--- config.mk ---
export PLATFORM = sky130hd
export DESIGN_NAME = freq_meter2d_flat
export DESIGN_NICKNAME = d
export VERILOG_FILES = /design/src/rtl/freq_meter2d_pkg.sv /design/src/rtl/freq_meter2d_if.sv /design/src/rtl/freq_meter2d_bcd_sat_cnt2.sv /design/src/rtl/freq_meter2d.sv /design/src/flat_wrapper.sv
export SDC_FILE = /design/constraint.sdc
export NUM_CORES = 1
export LEC_CHECK = 0
export CORE_MARGIN = 5
export CORE_UTILIZATION = 30
export DETAILED_ROUTE_END_ITERATION = 7
export PLACE_DENSITY = 0.51
export SYNTH_ARGS = -nofsm -noshare
export SYNTH_HDL_FRONTEND = slang
export SYNTH_SLANG_ARGS = --single-unit
--- constraint.sdc ---
create_clock -name clk -period 6 [get_ports clk]
set_input_delay 1.2 -clock clk [delete_from_list [all_inputs] [get_ports clk]]
set_output_delay 1.2 -clock clk [all_outputs]
set_load 0.02 [all_outputs]
--- src/rtl/freq_meter2d_pkg.sv ---
// Shared definitions for the two-digit frequency meter: BCD digit limits,
// FSM state encoding and the saturating two-digit BCD increment.
package freq_meter2d_pkg;

  localparam int BCD_W = 4;
  localparam logic [BCD_W-1:0] BCD_MAX = 4'd9;

  // FSM state encoding, kept as plain constants for compatibility with
  // existing blocks that compare against these values.
  localparam logic [0:0] ST_IDLE    = 1'b0;
  localparam logic [0:0] ST_MEASURE = 1'b1;

  // Two BCD digits plus the sticky overflow flag.
  typedef struct packed {
    logic [BCD_W-1:0] tens;
    logic [BCD_W-1:0] ones;
    logic             ovf;
  } bcd2_t;

  // One step of the saturating counter: 9 rolls to 0 with a carry,
  // 99 holds and raises overflow.
  function automatic bcd2_t bcd2_inc(input bcd2_t c);
    bcd2_t n;
    n = c;
    if (c.tens == BCD_MAX && c.ones == BCD_MAX) begin
      n.ovf = 1'b1;
    end else if (c.ones == BCD_MAX) begin
      n.ones = '0;
      n.tens = c.tens + 1'b1;
    end else begin
      n.ones = c.ones + 1'b1;
    end
    return n;
  endfunction

endpackage

--- src/rtl/freq_meter2d_if.sv ---
// Measurement-side signal bundle of the frequency meter: enable and the
// measured signal go in, the latched two-digit result comes out.
interface freq_meter2d_if;
  import freq_meter2d_pkg::*;

  logic             en;
  logic             sig_in;
  logic [BCD_W-1:0] tens;
  logic [BCD_W-1:0] ones;
  logic             ovf;
  logic             valid;

  // Controller / display side.
  modport master (
    output en,
    output sig_in,
    input  tens,
    input  ones,
    input  ovf,
    input  valid
  );

  // Meter side.
  modport slave (
    input  en,
    input  sig_in,
    output tens,
    output ones,
    output ovf,
    output valid
  );

endinterface

--- src/rtl/freq_meter2d_bcd_sat_cnt2.sv ---
// Two-digit saturating BCD counter used as the working count of one gate
// window. Clear has priority over increment.
module bcd_sat_cnt2
  import freq_meter2d_pkg::*;
(
  input  logic             clk,
  input  logic             rst,
  input  logic             i_clr,
  input  logic             i_inc,
  output logic [BCD_W-1:0] o_tens,
  output logic [BCD_W-1:0] o_ones,
  output logic             o_ovf
);

  bcd2_t r_cnt;

  // Working count: clear, else step once per counted edge.
  // NOTE: state uses non-blocking assignments and the async reset sits in the
  // sensitivity list, so every register updates together from pre-edge values.
  always_ff @(posedge clk or posedge rst) begin
    if (rst) begin
      r_cnt <= '0;
    end else if (i_clr) begin
      r_cnt <= '0;
    end else if (i_inc) begin
      r_cnt <= bcd2_inc(r_cnt);
    end
  end

  assign o_tens = r_cnt.tens;
  assign o_ones = r_cnt.ones;
  assign o_ovf  = r_cnt.ovf;

endmodule

--- src/rtl/freq_meter2d.sv ---
// Two-digit frequency meter: synchronises sig_in, counts its rising edges
// over a gate window of GATE_CYCLES clocks and latches the BCD result.
module freq_meter2d
  import freq_meter2d_pkg::*;
#(
  parameter int GATE_CYCLES = 50_000_000,
  parameter int TMR_W       = 26
) (
  input  logic           clk,
  input  logic           rst,
  freq_meter2d_if.slave  bus
);

  localparam logic [TMR_W-1:0] TMR_LAST = TMR_W'(GATE_CYCLES - 1);

  logic             r_s1;
  logic             r_s2;
  logic             r_s3;
  logic [0:0]       r_state;
  logic [TMR_W-1:0] r_tmr;
  bcd2_t            r_res;
  logic             r_valid;

  logic             w_edge;
  logic             w_last;
  logic             w_inc;
  logic             w_clr;
  logic [BCD_W-1:0] w_cnt_tens;
  logic [BCD_W-1:0] w_cnt_ones;
  logic             w_cnt_ovf;
  bcd2_t            w_cnt;
  bcd2_t            w_final;

  // Synchroniser plus edge-detect stage; runs in every state.
  always_ff @(posedge clk or posedge rst) begin
    if (rst) begin
      r_s1 <= 1'b0;
      r_s2 <= 1'b0;
      r_s3 <= 1'b0;
    end else begin
      r_s1 <= bus.sig_in;
      r_s2 <= r_s1;
      r_s3 <= r_s2;
    end
  end

  assign w_edge = r_s2 & ~r_s3;
  assign w_last = (r_state == ST_MEASURE) && (r_tmr == TMR_LAST);
  assign w_inc  = (r_state == ST_MEASURE) && w_edge;
  // The count restarts on entry to a window, at every window close and on
  // abort. An edge in the closing cycle is folded into w_final instead of
  // the counter, so the new window always starts from zero.
  assign w_clr  = (r_state == ST_IDLE) || w_last || !bus.en;

  bcd_sat_cnt2 u_cnt (
    .clk    (clk),
    .rst    (rst),
    .i_clr  (w_clr),
    .i_inc  (w_inc),
    .o_tens (w_cnt_tens),
    .o_ones (w_cnt_ones),
    .o_ovf  (w_cnt_ovf)
  );

  assign w_cnt   = '{tens: w_cnt_tens, ones: w_cnt_ones, ovf: w_cnt_ovf};
  assign w_final = w_edge ? bcd2_inc(w_cnt) : w_cnt;

  // Gate FSM, window timer, result latch and the one-cycle valid pulse.
  always_ff @(posedge clk or posedge rst) begin
    if (rst) begin
      r_state <= ST_IDLE;
      r_tmr   <= '0;
      r_res   <= '0;
      r_valid <= 1'b0;
    end else begin
      r_valid <= 1'b0;
      if (r_state == ST_IDLE) begin
        if (bus.en) begin
          r_state <= ST_MEASURE;
          r_tmr   <= '0;
        end
      end else if (w_last) begin
        // Closing cycle wins over a simultaneous disable: result still latched.
        r_res   <= w_final;
        r_valid <= 1'b1;
        r_tmr   <= '0;
        if (!bus.en) begin
          r_state <= ST_IDLE;
        end
      end else if (!bus.en) begin
        // Abort: partial window dropped, previous result kept.
        r_state <= ST_IDLE;
        r_tmr   <= '0;
      end else begin
        r_tmr <= r_tmr + 1'b1;
      end
    end
  end

  assign bus.tens  = r_res.tens;
  assign bus.ones  = r_res.ones;
  assign bus.ovf   = r_res.ovf;
  assign bus.valid = r_valid;

endmodule

--- src/flat_wrapper.sv ---
// flat-port wrapper written by rule: the top's interface ports become plain ports
module freq_meter2d_flat import freq_meter2d_pkg::*;
#(
  parameter int GATE_CYCLES = 50_000_000,
  parameter int TMR_W       = 26
)
  (clk, rst, bus_en, bus_sig_in, bus_tens, bus_ones, bus_ovf, bus_valid);
  freq_meter2d_if bus_i ();
  input  logic clk;
  input  logic rst;
  input wire logic [$bits(bus_i.en)-1:0] bus_en;
  input wire logic [$bits(bus_i.sig_in)-1:0] bus_sig_in;
  output wire logic [$bits(bus_i.tens)-1:0] bus_tens;
  output wire logic [$bits(bus_i.ones)-1:0] bus_ones;
  output wire logic [$bits(bus_i.ovf)-1:0] bus_ovf;
  output wire logic [$bits(bus_i.valid)-1:0] bus_valid;
  assign bus_i.en = bus_en;
  assign bus_i.sig_in = bus_sig_in;
  assign bus_tens = bus_i.tens;
  assign bus_ones = bus_i.ones;
  assign bus_ovf = bus_i.ovf;
  assign bus_valid = bus_i.valid;
  freq_meter2d #(.GATE_CYCLES(GATE_CYCLES), .TMR_W(TMR_W)) u_core (.clk(clk), .rst(rst), .bus(bus_i));
endmodule
==> results.md, run 1 <==
* CP max stage cell: nor2_1
* # setup viols final at 0
* F_max at 379 MHz
* Sequential area share after synthesis at 0.486
* Clk buf depth at 2
* Count of cell types in the netlist at 54
* Buf/Inv on CP at 1
* DRC at 0
* Synth area leader: dfrtp_1
* RD Place Congestion at 0.773
* Met3 Resource Use GR at 0.0255
* Worst Tran Pin Value at 1080 ps
* Area growth from synthesis to layout at 11.3%
* Max IR drop VDD at roughly 100 uV
* Clock Sinks at 49
* Met1 global-route usage at 0.154
* GR peak layer: met2
* Placeable Area at 8220 sq um
* Cell Area, Synth at 2520 sq um
* Initial antenna violation count at 0
* Die ar. at 10,400 sq um
* Final #Nets at 280
* Sw frac at 0.239
* Cts-stage hold buffer count at 0
* Clock latency on the worst-skew pair at 300 ps
* ANT cells at 0
* CTS tree: yes
* Post-synth EDFFs at 0
* Number of buffers added on ports at 13
* Fin. Hold Viols at 0
* Total negative slack at 0 ps
* Fin area at 2810 sq um
* DR vias/cell at 5.26
* Total GRT Usage at 0.115
* FILL cells at ~830
* First-pass GRT wire length at between 9000 and 10,000 um
* YS warnings at 0
* Worst-path cell chain: clkdlybuf4s50_1, nor2_1, and2_1, a31oi_2, o31ai_1
* Hold slack at 355 ps
* Relative slew margins at 0.276
* Main synth FF type: dfrtp_1
* CTS root buf: clkbuf_8
* Die Ht at 102 um
* Worst Path Max Fanout at 15
* Total of max-cap violations at 0
* Routed WL at 5370 um
* Worst min path class: reg2reg
* Share of flip-flops with an asynchronous set or reset at 1.00
* Global route overflow at 0
* Worst slack at placement at 3020 ps
* Clock Skews at 6.38 ps
* Die Width at approximately 100 um
* Sequential share of power at 0.600
* Syn Inst Count at 262
* Yosys reg bits at 49
* RSZ-0062 raised after global routing: no
* Clock-pin transition on the worst setup and hold timing paths at 90 ps
* Slew Viols, Final at 0
* Initial DRC count at 71
* Leak Pwr at ~1.1 nW
* Post-synthesis area per instance at 9.64 sq um
* Crit path time final at around 2600 ps
* Result of the run: completed
* Layout Cells excl Fill at 378
* TritonCTS Buffers at 5
* Internal at 0.000435 W
* Crit path kind: in2reg
* First drt pass iteration count at 4
* Inst Count DP at 371
* Starting Density at 0.307
* Share of layout cells above drive strength 1 at 0.110
* DP Area at 2720 sq um
* Post-CTS sizing at 0
* Combinational power share at 0.051
* Power Density at 203 nW/um^2
* Psw at approximately 0.00014 W
* Synth top area share at 0.486
* Post-CTS Setup Inserts at 0
* Syn_nets at 269
* Largest net degree at the start of global routing at 50
* Clock H-tree levels at 2
* Crit end category: flop
* Max stage delay on crit path at a little over 800 ps
* Critical Path RT at 6220 ps
* Top Family by Delay on Critical Path: simple AND/OR/NAND/NOR gates
* Vias at ~2,000
* Vias in the first global route at 1,857
* Power share of the clock group at 0.350
* Top cells by area, synth: dfrtp_1 49%, nand2_1 4.8%, a31oi_1 3.5%
* Wire per inst at 14.2 um
* DP Wirelength at 3610 um
* Fin worst setup slack at 3360 ps
* IO Count at 14
* FP Rows at 33
* Final ANT Viol Nets at 0
* Critical Path AT at 2850 ps
* Worst setup SP type: input pin
* Final period util at 0.440
* Met2 usage at 0.184
## area by class of cell
class	instances	area, sq um	share of cell area
inverter	6	22.5	0.00801
clock inverter	1	7.51	0.00267
multi-input combinational	196	1190	0.425
tap	105	131	0.0467
sequential	49	1230	0.436
timing repair buffer	15	145	0.0516
clock buffer	6	82.6	0.0294
## through the flow
stage | utilization | total power [W]
after floorplan | - | 0.000372
after CTS | 0.342 | 0.000585
after detailed placement | 0.331 | 0.000379
after global placement | 0.331 | 0.000378
final | 0.342 | 0.000571
after global routing | 0.342 | 0.000605
## power groups by stage
| stage | sequential, W | combinational [W] | clock [W] |
|---|---|---|---|
| floorplan | 0.000344 | 0.0000277 | 0 |
| global placement | 0.000349 | 0.0000296 | 0 |
| detailed placement | 0.000349 | 0.0000300 | 0 |
| CTS | 0.000342 | 0.0000300 | 0.000212 |
| global route | 0.000343 | 0.0000336 | 0.000227 |
| finish | 0.000343 | 0.0000290 | 0.000200 |
## layer usage
layer  part of all wire  vias to the layer above
li1                   -                      991
met1               0.48                      964
met2               0.47                       28
met3              0.036                        7
met4              0.013                        0
met5                  0                        -
## path summary, 6_finish.rpt
check                            startpoint  slack [ps]            endpoint  depth (start not counted)
min in group asynchronous               rst        1390  u_core.bus.tens[0]                          3
setup / recovery                     bus_en        3360    u_core.r_tmr[19]                          5
hold / removal                  u_core.r_s1         360         u_core.r_s2                          0
setup reg to reg           u_core.r_tmr[11]        3690  u_core.bus.tens[1]                          4
hold reg to reg                 u_core.r_s1         360         u_core.r_s2                          0
max in group asynchronous               rst        4190    u_core.r_tmr[10]                          3
## synthesized netlist by cell type, drive strengths merged (3+ instances only)
| cell | number |
|---|---|
| a21o | 3 |
| nor3 | 5 |
| a21oi | 16 |
| and2 | 6 |
| o211ai | 9 |
| nor2 | 24 |
| nand4 | 13 |
| buf | 6 |
| o21ai | 12 |
| clkbuf | 5 |
| nand3 | 17 |
| inv | 6 |
| or4 | 7 |
| a31oi | 15 |
| ha | 3 |
| nand2 | 32 |
| dfrtp | 49 |
| and3 | 3 |
| mux2i | 3 |
## flip-flops by register name (all words and copies together) (netlist names)
| register | flops |
|---|---|
| u_core.r_tmr | 26 |
| u_core.bus.ones | 4 |
| u_core.bus.tens | 4 |
| u_core.u_cnt.o_ones | 4 |
| u_core.u_cnt.o_tens | 4 |
| u_core.bus.ovf | 1 |
| u_core.bus.valid | 1 |
| u_core.r_s1 | 1 |
| u_core.r_s2 | 1 |
| u_core.r_s3 | 1 |
| u_core.r_state | 1 |
| u_core.u_cnt.o_ovf | 1 |
## cell usage in the layout, fill, tap and decap left out, types with 3 or more instances in the layout
cell type and n:
and2_1 6, dfrtp_1 49, nor3_1 3, nor2_1 23, ha_1 3, mux2i_1 3
a31oi_1 14, clkdlybuf4s50_1 13, clkbuf_8 6, o211ai_1 9, a21oi_1 15, or4_2 5
nand2_1 32, inv_1 5, o21ai_0 12, nand3_1 17, nand4_1 13
## cell families after synthesis
family,Yosys count,synth area share
AO/OA/AOI/OAI,61,0.157
XOR/XNOR,4,0.0139
adder cells (fa/ha/maj),3,0.0149
buffers and inverters,17,0.0411
flip-flops,49,0.486
multiplexers,5,0.0208
AND/OR/NAND/NOR,123,0.267
(Power assumes the default switching activity.)
==> inputs of run 2 (changes only) <==
--- a/config.mk
+++ b/config.mk
@@ -8,7 +8,7 @@
 export CORE_MARGIN = 5
 export CORE_UTILIZATION = 30
 export DETAILED_ROUTE_END_ITERATION = 7
-export PLACE_DENSITY = 0.51
+export PLACE_DENSITY = 0.52
 export SYNTH_ARGS = -nofsm -noshare
 export SYNTH_HDL_FRONTEND = slang
 export SYNTH_SLANG_ARGS = --single-unit
==> constraint.sdc (replaced) <==
create_clock -name clk -period 2.3 [get_ports clk]
set_input_delay 0.46 -clock clk [delete_from_list [all_inputs] [get_ports clk]]
set_output_delay 0.46 -clock clk [all_outputs]
set_load 0.02 [all_outputs]
==> run 2 against run 1 <==
Final cell count grew 4.2%. Worst setup slack lost 3200 ps. Die area is the same. Flip-flop and latch count is the same. Clock power grew to 2.6 times the previous value. Sequential power grew to 2.6 times the previous value. Final area grew 5.7%. Global-route usage grew 0.31 points. Non-clock buffer count grew 15. Highest routed layer unchanged.
==> results.md, run 2 (synthesis results as in run 1) <==
* Result of the run: completed
* HP Start: u_core.r_s1
* Clock H-tree levels at 2 (unchanged)
* Power Density at 505 nW/um^2 (+150%)
* Die Width at 102 um (unchanged)
* Worst Tran Pin Value at 434 ps (-648 ps)
* WL met3 at 198 um (+1.5%)
* Clock-pin transition on the worst setup and hold timing paths at 100 ps (about the same)
* Clk buf depth at 2 (unchanged)
* Max IR drop VDD at 229 uV (+120%)
* Commonest non-fill, non-tap cell in the layout: dfrtp_1
* Largest register FFs at 26 (unchanged)
* Max Used Layer: met4
* Crit end category: flop
* R2r worst-path depth at 7 (+3)
* Initial DRC count at 86 (+21%)
* RSZ-0062 raised after global routing: no
* Critical Path AT at 2380 ps (-470 ps)
* Crit path time final at around 2100 ps
* Worst setup SP type: flop
* Vias in the first global route at 1,982 (+6.7%)
* Largest Register: u_core.r_tmr
* Total negative slack at 0 ps (unchanged)
* Post-Route M1 WL at 2640 um (+2.8%)
* FP Rows at 33 (unchanged)
* Fin. Hold Viols at 0 (unchanged)
* Worst-path cell chain: ha_1, nand4_1, nor3_4, buf_12, a21o_4, or4_2, nand3_1
* Placeable Area at 8220 sq um (unchanged)
* First-pass GRT wire length at 9670 um (+3.9%)
* Final ANT Viol Nets at 0 (unchanged)
* Largest net degree at the start of global routing at 50 (unchanged)
* DR vias/cell at 5.13 (-2.5%)
* Most frequent cells in the layout: 49 x dfrtp_1, 32 x nand2_1, 23 x nor2_1, 17 x nand3_1, 15 x a21oi_1
* Routed WL at 5520 um (+2.8%)
* Hold Crit Depth at 0 (unchanged)
* Total GRT Usage at 0.118 (+0.00314)
* CTS tree: yes
* Number of buffers added on ports at 13 (unchanged)
* Worst min path class: reg2reg
* Initial antenna violation count at 0 (unchanged)
* Metal2 WL at 2630 um (+3.7%)
* ANT cells at 0 (unchanged)
* Leak Pwr at 1.24 nW (+8.4%)
* Crit path kind: reg2reg
* Total of max-cap violations at 0 (unchanged)
* Worst Path Max Fanout at 19 (+4)
* Cts-stage hold buffer count at 0 (unchanged)
* TritonCTS Buffers at 5 (unchanged)
* Global route overflow at 0 (unchanged)
* Max stage delay on crit path at 650 ps (-180 ps)
* CTS root buf: clkbuf_8
* First drt pass iteration count at 4 (unchanged)
* Share of layout cells above drive strength 1 at 0.159 (+0.0493)
* Slew Viols, Final at 0 (unchanged)
* CP max stage cell: or4_2
* Clock Skews at 9.93 ps (+3.55 ps)
* Final period util at 0.926
* F_max at ~470 MHz
* Die ar. at 10,400 sq um (unchanged)
* Hold Path Sink: u_core.r_s2
* Final #Nets at 295 (+5.4%)
* DP Wirelength at 3800 um (+5.2%)
* Die Ht at 102 um (unchanged)
* Vias at 2,022 (+1.6%)
* Worst reg2reg endpoint: u_core.r_tmr[13]
* # setup viols final at 0 (unchanged)
* RD Place Congestion at 0.794 (+2.7%)
* Reg-to-reg startpoint: u_core.r_tmr[1]
* Critical Path RT at 2550 ps (-3670 ps)
* Hold slack at 358 ps (+2.27 ps)
* Wire per inst at 14.0 um (-1.4%)
* DRC at 0 (unchanged)
* Clock Sinks at 49 (unchanged)
* IO Count at 14 (unchanged)
* Reg2reg setup slack at 170 ps (-3520 ps)
* Starting Density at 0.307 (unchanged)
* Relative slew margins at 0.709 (+0.433)
* Clock latency on the worst-skew pair at 310 ps (about the same)
* Area growth from synthesis to layout at 17.6%
## run 2: cell types whose count changed in the layout (fill, tap and decap cells not counted), sizes merged
cell and change:
clkinv +3, clkbuf -1, clkinvlp -1, buf +15
## run 2: area by class of cell
type | count | area, sq um
Inverter | 6 | 22.5
Multi-Input combinational cell | 196 | 1200
Timing Repair Buffer | 30 | 295
Clock inverter | 3 | 22.5
Fill cell | 833 | 5250
Tap cell | 105 | 131
Sequential cell | 49 | 1230
Clock buffer | 5 | 68.8
## run 2: metrics by stage
stage	area, sq um	instances	util	total power, W	setup slack (ps)
CTS	2940	393	0.358	0.00153	55.0
finish	2970	394	0.361	0.00150	170
floorplan	2520	262	-	0.000971	166
detailed placement	2850	385	0.347	0.000997	72.8
global placement	2850	385	0.347	0.000996	98.4
global route	2970	394	0.361	0.00159	34.5
## run 2: report_power, final
part	leakage (nW)	internal, W	switching [W]	total (W)
Sequential	0.673	0.000874	0.0000175	0.000892
Combinational	0.520	0.0000309	0.0000570	0.0000880
Clock	0.0481	0.000216	0.000304	0.000520
Total	1.24	0.00112	0.000378	0.00150
## run 2: metal layers
layer  track usage  vias up
met4        0.0409        0
met5             0        -
met2         0.193       33
met1         0.154      976
met3        0.0248        4
li1              -     1009
## run 2: worst max path at each step
stage	start	endpoint	cells after the start
after detailed placement	u_core.r_tmr[1]	u_core.r_tmr[24]	6
after global routing	u_core.r_tmr[11]	u_core.r_tmr[6]	6
after CTS	u_core.r_tmr[1]	u_core.r_tmr[24]	6
after floorplan	u_core.r_tmr[11]	u_core.bus.tens[3]	5
after global placement	u_core.r_tmr[1]	u_core.r_tmr[24]	6
final	u_core.r_tmr[1]	u_core.r_tmr[13]	7
## run 2: repair_timing
action / CTS / global route
hold endpoints to repair: 0 / 0
setup buffers: 0 / 1
resized for setup: 0 / 1
endpoints found under the setup margin: 0 / 3
## run 2: critical path: cells and delay by family, from the launching register on
| kind | cells | cell delay (ps) |
|---|---|---|
| flip-flops | 1 | 440 |
| buffers and inverters | 1 | 140 |
| adder cells (fa/ha/maj) | 1 | 230 |
| AND/OR/NAND/NOR | 4 | 1010 |
| AO/OA/AOI/OAI | 1 | 270 |
==> inputs of run 3 (changes only) <==
--- a/config.mk
+++ b/config.mk
@@ -8,7 +8,8 @@
 export CORE_MARGIN = 5
 export CORE_UTILIZATION = 30
 export DETAILED_ROUTE_END_ITERATION = 7
-export PLACE_DENSITY = 0.52
+export PLACE_DENSITY = 0.51
 export SYNTH_ARGS = -nofsm -noshare
 export SYNTH_HDL_FRONTEND = slang
 export SYNTH_SLANG_ARGS = --single-unit
+export TNS_END_PERCENT = 1
==> constraint.sdc (replaced) <==
create_clock -name clk -period 2.5 [get_ports clk]
set_input_delay 0.5 -clock clk [delete_from_list [all_inputs] [get_ports clk]]
set_output_delay 0.5 -clock clk [all_outputs]
set_load 0.02 [all_outputs]
==> run 3 against run 2 <==
Clock-buffer cell count up 1. Wire length shrank 2.4%. Clock power up 14%. First-iteration DRC count fell by 24%. Flip-flop and latch count did not move. Largest power group unchanged. Register-to-register slack better by 130 ps. Worst setup slack improved by 130 ps. Fmax down 3.1%.
==> results.md, run 3 (synthesis results as in run 1) <==
* Vias at 1,978 (-2.2%)
* Clock latency on the worst-skew pair at 300 ps (about the same)
* Crit path time final at 2200 ps (+67.8 ps)
* Clock H-tree levels at 2 (unchanged)
* Top Family by Delay on Critical Path: simple AND/OR/NAND/NOR gates
* Layout Cells excl Fill at 384 (-2.5%)
* HP Start: u_core.r_s1
* Worst min path class: reg2reg
* Seq. cell area at 1230 sq um (unchanged)
* F_max at 455 MHz (-3.1%)
* RD Place Congestion at 0.762 (-4.0%)
* DP Area at 2770 sq um (-2.8%)
* Global route overflow at 0 (unchanged)
* DP Wirelength at 3760 um (-1.2%)
* Result of the run: completed
* First drt pass iteration count at 4 (unchanged)
* Worst Path Max Fanout at 19 (unchanged)
* Critical path origin: u_core.r_tmr[0]
* IO Count at 14 (unchanged)
* Fin. Hold Viols at 0 (unchanged)
* Worst-path cell chain: ha_1, nand4_1, nor3_4, buf_4, a21o_4, or4_2, nand3_1
* Total of max-cap violations at 0 (unchanged)
* Crit end category: flop
* Final #Nets at 285 (-3.4%)
* Share of layout cells above drive strength 1 at 0.129 (-0.0301)
* Clock Sinks at 49 (unchanged)
* Final ANT Viol Nets at 0 (unchanged)
* Reg-to-reg startpoint: u_core.r_tmr[0]
* Inst Count DP at 376 (-2.3%)
* Die Ht at 102 um (unchanged)
* Hold slack at 355 ps (-2.70 ps)
* Largest register FFs at 26 (unchanged)
* Clock Skews at 8.47 ps (-1.46 ps)
* Initial antenna violation count at 0 (unchanged)
* Clk buf depth at 2 (unchanged)
* Max stage delay on crit path at 650 ps (about the same)
* Slew Viols, Final at 0 (unchanged)
* Placeable Area at 8220 sq um (unchanged)
* Total negative slack at 0 ps (unchanged)
* Multi-input logic area at 1190 sq um (-0.62%)
* Starting Density at 0.307 (unchanged)
* Critical Path AT at 2430 ps (+50 ps)
* Fin area at 2890 sq um (-2.7%)
* Largest Register: u_core.r_tmr
* DR vias/cell at 5.15 (+0.37%)
* TritonCTS Buffers at 5 (unchanged)
* Commonest non-fill, non-tap cell in the layout: dfrtp_1
* Most frequent cells in the layout: 49 x dfrtp_1, 32 x nand2_1, 23 x nor2_1, 17 x nand3_1, 15 x a21oi_1
* Crit path kind: reg2reg
* Vias in the first global route at 1,994 (+0.61%)
* # setup viols final at 0 (unchanged)
* Worst Tran Pin Value at 653 ps (+219 ps)
* Post-CTS sizing at 0 (unchanged)
* RSZ-0062 raised after global routing: no
* CTS root buf: clkbuf_8
* Cts-stage hold buffer count at 0 (unchanged)
* Die ar. at 10,400 sq um (unchanged)
* Post-CTS Setup Inserts at 0 (unchanged)
* Total GRT Usage at 0.115 (-0.00314)
* Die Width at 102 um (unchanged)
* Leak Pwr at 1.19 nW (-4.2%)
* CP max stage cell: or4_2
* Routed WL at 5390 um (-2.4%)
* Power Density at 515 nW/um^2 (+2.0%)
* FILL cells at 872 (+4.7%)
* Buf/Inv on CP at 1 (unchanged)
* Largest net degree at the start of global routing at 50 (unchanged)
* Relative slew margins at 0.563 (-0.146)
* Critical Path RT at 2740 ps (+190 ps)
* Worst setup SP type: flop
* Area growth from synthesis to layout at 14.5%
* Clock-pin transition on the worst setup and hold timing paths at 90 ps (about the same)
* First-pass GRT wire length at 9600 um (-0.79%)
* Util after Layout at 0.352 (-0.00959)
* Wire per inst at 14.0 um (+0.13%)
* ANT cells at 0 (unchanged)
* CTS tree: yes
* Number of buffers added on ports at 13 (unchanged)
* DRC at 0 (unchanged)
* FP Rows at 33 (unchanged)
* Max IR drop VDD at 226 uV (-1.2%)
* Initial DRC count at 65 (-24%)
* Final period util at 0.879 (-0.0470)
==> run 3: per-layer routing <==
| layer | up-vias | global-route usage | wire, um |
|---|---|---|---|
| li1 | 996 | - | - |
| met1 | 952 | 0.152 | 2590 |
| met2 | 30 | 0.190 | 2570 |
| met3 | 0 | 0.0255 | 223 |
| met4 | 0 | 0.0297 | 0 |
| met5 | - | 0 | 0 |
==> run 3: where the power goes <==
group          internal [W]  leakage, nW   total, W  switching [W]
Sequential         0.000804        0.673   0.000821      0.0000172
Clock              0.000326       0.0574   0.000593       0.000268
Combinational     0.0000251        0.459  0.0000749      0.0000499
Total               0.00115         1.19    0.00149       0.000335
==> run 3: worst paths after layout <==
| path | cells after the start | slack [ps] | to |
|---|---|---|---|
| max | 7 | 300 | u_core.r_tmr[18] |
| min | 0 | 360 | u_core.r_s2 |
| max reg2reg | 7 | 300 | u_core.r_tmr[18] |
| min reg2reg | 0 | 360 | u_core.r_s2 |
| max in group asynchronous | 3 | 1720 | u_core.r_tmr[15] |
| min in group asynchronous | 3 | 550 | u_core.bus.ones[0] |
==> run 3: through the flow <==
| step | worst slack, ps | power, W |
|---|---|---|
| 3_3_place_gp | 290 | 0.000913 |
| 6_report | 302 | 0.00149 |
| 4_1_cts | 280 | 0.00152 |
| 3_5_place_dp | 264 | 0.000915 |
| 2_1_floorplan | 366 | 0.000893 |
| 5_1_grt | 157 | 0.00157 |
==> run 3: area by class of cell <==
| cell class | count | area share |
|---|---|---|
| clock inverters | 2 | 0.0130 |
| clock buffers | 6 | 0.0286 |
| inverters | 6 | 0.00779 |
| flip-flops and latches | 49 | 0.424 |
| repair buffers | 20 | 0.0675 |
| well taps | 105 | 0.0455 |
| multi-input cells | 196 | 0.413 |
==> run 3: worst reg2reg max path, delay by kind of cell (launching register included) <==
kind	cells	cell delay (ps)
compound gates	1	280
fa+ha+maj	1	270
buf+inv	1	160
flops	1	440
simple gates	4	1000
